**src/rtl/cpu_pkg.sv**
```systemverilog
// cpu_pkg: shared widths, opcodes and fetch states for the CPU pipeline
package cpu_pkg;
    localparam int IW = 12;
    localparam int AW = 4;
    localparam logic [3:0] OP_HALT   = 4'hF;
    localparam logic [3:0] OP_SKIPIF = 4'hE;
    typedef enum logic [1:0] {IDLE, RUN, HALT} state_t;
endpackage

```
**src/rtl/prog_mem.sv**
```systemverilog
// prog_mem: 2^AW x IW program store, sync write / async read, no reset
// Ports: inclk clock; we/waddr/wdata write port; raddr/rdata combinational read port
module prog_mem #(
    parameter int IW = cpu_pkg::IW,
    parameter int AW = cpu_pkg::AW
) (
    input  logic          inclk,
    input  logic          we,
    input  logic [AW-1:0] waddr,
    input  logic [IW-1:0] wdata,
    input  logic [AW-1:0] raddr,
    output logic [IW-1:0] rdata
);
    logic [IW-1:0] mem [2**AW];

    always_ff @(posedge inclk)
        if (we) mem[waddr] <= wdata;

    assign rdata = mem[raddr];
endmodule

```
**src/rtl/instr_fetch.sv**
```systemverilog
// instr_fetch: program sequencer presenting one instruction per valid/ready handshake
// Ports: inclk clock; reset sync active-low; load_* program store write (IDLE only);
//        start begins at pc 0; skip squashes the presented word; instr/instr_valid/instr_ready
//        handshake; pc address of instr; running/halted state flags
module instr_fetch #(
    parameter int IW = cpu_pkg::IW,
    parameter int AW = cpu_pkg::AW
) (
    input  logic          inclk,
    input  logic          reset,
    input  logic          load_valid,
    input  logic [AW-1:0] load_addr,
    input  logic [IW-1:0] load_data,
    input  logic          start,
    input  logic          skip,
    output logic [IW-1:0] instr,
    output logic          instr_valid,
    input  logic          instr_ready,
    output logic [AW-1:0] pc,
    output logic          running,
    output logic          halted
);
    import cpu_pkg::*;

    state_t        state, state_d;
    logic [AW-1:0] pc_d, rd_addr;
    logic [IW-1:0] instr_d, rdata;
    logic          valid_d, we;

    assign we      = (state == IDLE) && load_valid;
    assign rd_addr = (state == RUN) ? pc + AW'(1) : '0;
    assign running = state == RUN;
    assign halted  = state == HALT;

    prog_mem #(.IW(IW), .AW(AW)) u_mem (
        .inclk(inclk),
        .we   (we),
        .waddr(load_addr),
        .wdata(load_data),
        .raddr(rd_addr),
        .rdata(rdata)
    );

    always_comb begin
        state_d = state;
        pc_d    = pc;
        instr_d = instr;
        valid_d = instr_valid;
        case (state)
            IDLE, HALT:
                if (start) begin
                    state_d = RUN;
                    pc_d    = '0;
                    // a same-cycle write to address 0 must be seen by the first fetch
                    instr_d = (we && load_addr == '0) ? load_data : rdata;
                    valid_d = 1'b1;
                end
            RUN:
                if (instr_valid && skip) begin
                    pc_d    = pc + AW'(1);
                    instr_d = rdata;
                    valid_d = 1'b0;
                end else if (instr_valid && instr_ready) begin
                    if (instr[IW-1 -: 4] == OP_HALT) begin
                        state_d = HALT;
                        instr_d = '0;
                        valid_d = 1'b0;
                    end else begin
                        pc_d    = pc + AW'(1);
                        instr_d = rdata;
                    end
                end else if (!instr_valid) begin
                    // end of the one-cycle squash bubble
                    valid_d = 1'b1;
                end
            default: state_d = IDLE;
        endcase
    end

    always_ff @(posedge inclk)
        if (!reset) begin
            state       <= IDLE;
            pc          <= '0;
            instr       <= '0;
            instr_valid <= 1'b0;
        end else begin
            state       <= state_d;
            pc          <= pc_d;
            instr       <= instr_d;
            instr_valid <= valid_d;
        end
endmodule
```
**config.mk**
```make
export PLATFORM = sky130hd
export DESIGN_NAME = instr_fetch
export DESIGN_NICKNAME = d
export VERILOG_FILES = /design/src/rtl/cpu_pkg.sv /design/src/rtl/prog_mem.sv /design/src/rtl/instr_fetch.sv
export SDC_FILE = /design/constraint.sdc
export NUM_CORES = 1
export LEC_CHECK = 0
export ABC_AREA = 1
export BUFFER_PORTS_ARGS = -buffer_cell sky130_fd_sc_hd__buf_2
export CAP_MARGIN = 20
export CELL_PAD_IN_SITES_DETAIL_PLACEMENT = 0
export CELL_PAD_IN_SITES_GLOBAL_PLACEMENT = 1
export CORE_ASPECT_RATIO = 0.9
export CORE_MARGIN = 1.5
export CORE_UTILIZATION = 53
export CTS_CLUSTER_DIAMETER = 150
export CTS_CLUSTER_SIZE = 12
export DETAILED_ROUTE_END_ITERATION = 8
export GPL_ROUTABILITY_DRIVEN = 0
export PLACE_DENSITY = 0.83
export SLEW_MARGIN = 20
export SYNTH_ARGS = -nofsm -noshare
export SYNTH_HDL_FRONTEND = slang
export SYNTH_SLANG_ARGS = --single-unit
```
**constraint.sdc**
```tcl
create_clock -name inclk -period 3.82 [get_ports inclk]
set_clock_uncertainty 0.05 [all_clocks]
set_input_delay 0.191 -clock inclk [delete_from_list [all_inputs] [get_ports inclk]]
set_output_delay 0.191 -clock inclk [all_outputs]
set_load 0.005 [all_outputs]
```
==> run_results.csv <==
group,metric,value,unit
run_status,status,"complete, no violations",
sta,worstMarginPinSlew,865,ps
pwr,power.density,495,mW/mm^2
logic_synthesis,synthTopCellsByArea,"edfxtp_1 (64%), nand2_1 (10%), nand3_1 (9.3%)",
cells_and_area,seqCellArea,0.00615,mm^2
drt,viasPerCell,5.85,
setup_path,slowest_stage,"nor2_2",
logic_synthesis,netlist-cell-type-count,28,
logic_synthesis,synth_edf_count,192,
global_routing,grt_pass1_vias,6254,
logic_synthesis,ys_top_cells_by_count,"nand2_1 (241), edfxtp_1 (192), nand3_1 (166), nor2_1 (52), inv_1 (34)",
placement,portBuffers,40,
floorplan,fp.dieW,140,um
clock_network,numCtsBuffers,21,
drt,vias,6421,
floorplan,die_y,126,um
logic_synthesis,synth_top_area_cell,"edfxtp_1",
global_routing,grt_pass1_wl,35.8,mm
setup_path,cp_cell_sequence,"buf_4 -> inv_2 -> nor2_4 -> nand2_1 -> nor2_2 -> inv_1 -> nand3_1 -> nand3_1 -> nand2_1 -> a21oi_1",
pwr,finalPower,0.00494,W
pwr,ir_drop,402,uV
clock_network,cts_max_level,1,
setup_path,critical_path.endpoint_type,"register",
pwr,p_leak,3.88,nW
cells_and_area,syn2layout_area_growth,11.2,%
sta,fmax,0.312,GHz
job,timing.max_cap.violations,0,
drt,wl_per_cell,20.9,um
logic_synthesis,syn_area,0.00898,mm^2
sta,fin_crit,3200,ps
cells_and_area,final_net_count,901,
logic_synthesis,synthCells,835,
floorplan,rows,44,
global_routing,grt_max_degree,60,
global_routing,grt_overflow,0,
cells_and_area,drive_above_1_share,0.124,
clock_network,cts_tree,"yes",
logic_synthesis,synth_fp_nets,858,
clock_network,clock_path_buffers,3,
drt,first_iter_violations,651,
setup_path,slowest_delay,660,ps
global_routing,antenna_found_initial,0,
sta,slew_headroom,0.422,
setup_path,cpLargestDelayFamily,"simple AND/OR/NAND/NOR gates",
drt,ant_nets,0,
sta,slew_viol_final,0,
setup_path,start_kind,"register",
setup_path,worstPathMaxFanout,13,
setup_path,path_class,"register to register",
floorplan,die-area,0.0177,mm^2
cells_and_area,post-route-util,0.611,
logic_synthesis,ys_seq_elements,211,
setup_path,cp_num_buf_inv,3,
cells_and_area,diodes,0,
clock_network,insertion_delay,490,ps
sta,finalCritPeriodShare,0.838,
clock_network,clock-root-buffer,"clkbuf_16",
logic_synthesis,yosys_warnings,0,
logic_synthesis,synthFlopType,"edfxtp_1",
drt,drc,0,
setup_path,arrival,3490,ps
logic_synthesis,async_flop_share,0,
drt,routed_wirelength,23.0,mm
logic_synthesis,synth_top_area_frac,0.642,
drt,drt_pre_antenna_iters,5,
sta,tns,0,ps
logic_synthesis,avgSynthCellArea,10.8,um^2
clock_network,clock-sinks,211,
setup_path,cp.required,4110,ps
sta,hold_viol_final,0,
logic_synthesis,yosysSeqAreaShare,0.685,
cells_and_area,multi_input_area,0.00243,mm^2
hold_path,hold_path_class,"primary input to register",
clock_network,clk_pin_slew,60,ps
floorplan,coreArea,0.0164,mm^2
floorplan,io-pin-count,41,
logic_synthesis,yosysMostFrequentCell,"nand2_1",
floorplan,start_util,0.549,
cells_and_area,fillCellCount,1316,
sta,finalSetupViolCount,0,
global_routing,track_usage,0.267,
placement,dp_hpwl,14.0,mm
sta,rsz0062_at_grt,"false",
path summary, 6_finish.rpt:
path	from	to	slack [ps]	cells after the start
setup / recovery	state[0]$_SDFFE_PN0P_	instr[5]$_SDFFE_PN0P_	620	10
hold / removal	load_data[7]	u_mem.mem[14][7]$_DFFE_PP_	60	1
setup reg to reg	state[0]$_SDFFE_PN0P_	instr[5]$_SDFFE_PN0P_	620	10
hold reg to reg	instr[5]$_SDFFE_PN0P_	instr[5]$_SDFFE_PN0P_	430	2
layer usage:
metal / track usage / share of wire
met5: 0 / 0
met2: 0.443 / 0.48
met1: 0.371 / 0.42
met4: 0.0879 / 0.029
met3: 0.0328 / 0.072
where the power goes:
part           switching, W  internal [W]  leakage (nW)  total (W)
clock              0.000809       0.00102         0.274    0.00183
combinational      0.000371      0.000149          1.72   0.000520
sequential        0.0000301       0.00256          1.89    0.00259
total               0.00121       0.00373          3.88    0.00494
state kept, by name, summed over array words and instances, names as in the netlist:
name         count
instr           12
instr_valid      1
pc               4
state            2
u_mem.mem      192
layout by cell type (no fill, tap or decap):
| master | instances |
|---|---|
| buf_2 | 40 |
| nor2_1 | 52 |
| o21a_1 | 1 |
| a21boi_0 | 1 |
| nand3_2 | 1 |
| nand3_1 | 166 |
| clkbuf_16 | 21 |
| o21ai_2 | 1 |
| a21oi_1 | 23 |
| nor2_2 | 3 |
| clkinvlp_4 | 1 |
| inv_4 | 1 |
| inv_2 | 5 |
| nand2_2 | 1 |
| ha_1 | 1 |
| edfxtp_1 | 192 |
| dfxtp_1 | 19 |
| nand4_1 | 12 |
| buf_12 | 1 |
| nor3_1 | 1 |
| clkbuf_1 | 13 |
| nand2_4 | 1 |
| nor2_4 | 1 |
| o21ai_0 | 20 |
| dlygate4sd3_1 | 2 |
| nand2_1 | 241 |
| buf_4 | 23 |
| o211ai_1 | 2 |
| a21oi_2 | 9 |
| nand3_4 | 1 |
| inv_1 | 34 |
cell type report:
type                    count  area share
inverters                  40      0.0153
clock inverters             1    0.000752
flip-flops and latches    211       0.616
clock buffers              34      0.0575
multi-input cells         538       0.244
well taps                 207      0.0259
repair buffers             66      0.0414
cells by family after synthesis:
kind of cell | Yosys count | synth area share
AND/OR/NAND/NOR | 480 | 0.232
buffers and inverters | 86 | 0.0450
flip-flops | 211 | 0.685
adder cells (fa/ha/maj) | 1 | 0.00139
AO/OA/AOI/OAI | 57 | 0.0367
what timing repair did:
item                                   CTS  global route
endpoints found under the hold margin    4             0
buffers inserted                         0             0
hold buffers                             2             0
gates resized for setup                  0             0
metrics by stage:
step	instance area (um^2)	hold WS, ps	instances	setup WS (ps)
2_1_floorplan	8980	240	835	1980
6_report	9980	60.5	1097	618
3_3_place_gp	9380	413	1060	664
3_5_place_dp	9380	415	1060	680
5_1_grt	9980	67.2	1097	482
4_1_cts	9980	48.2	1097	663
Power figures use the tool's default switching activity.
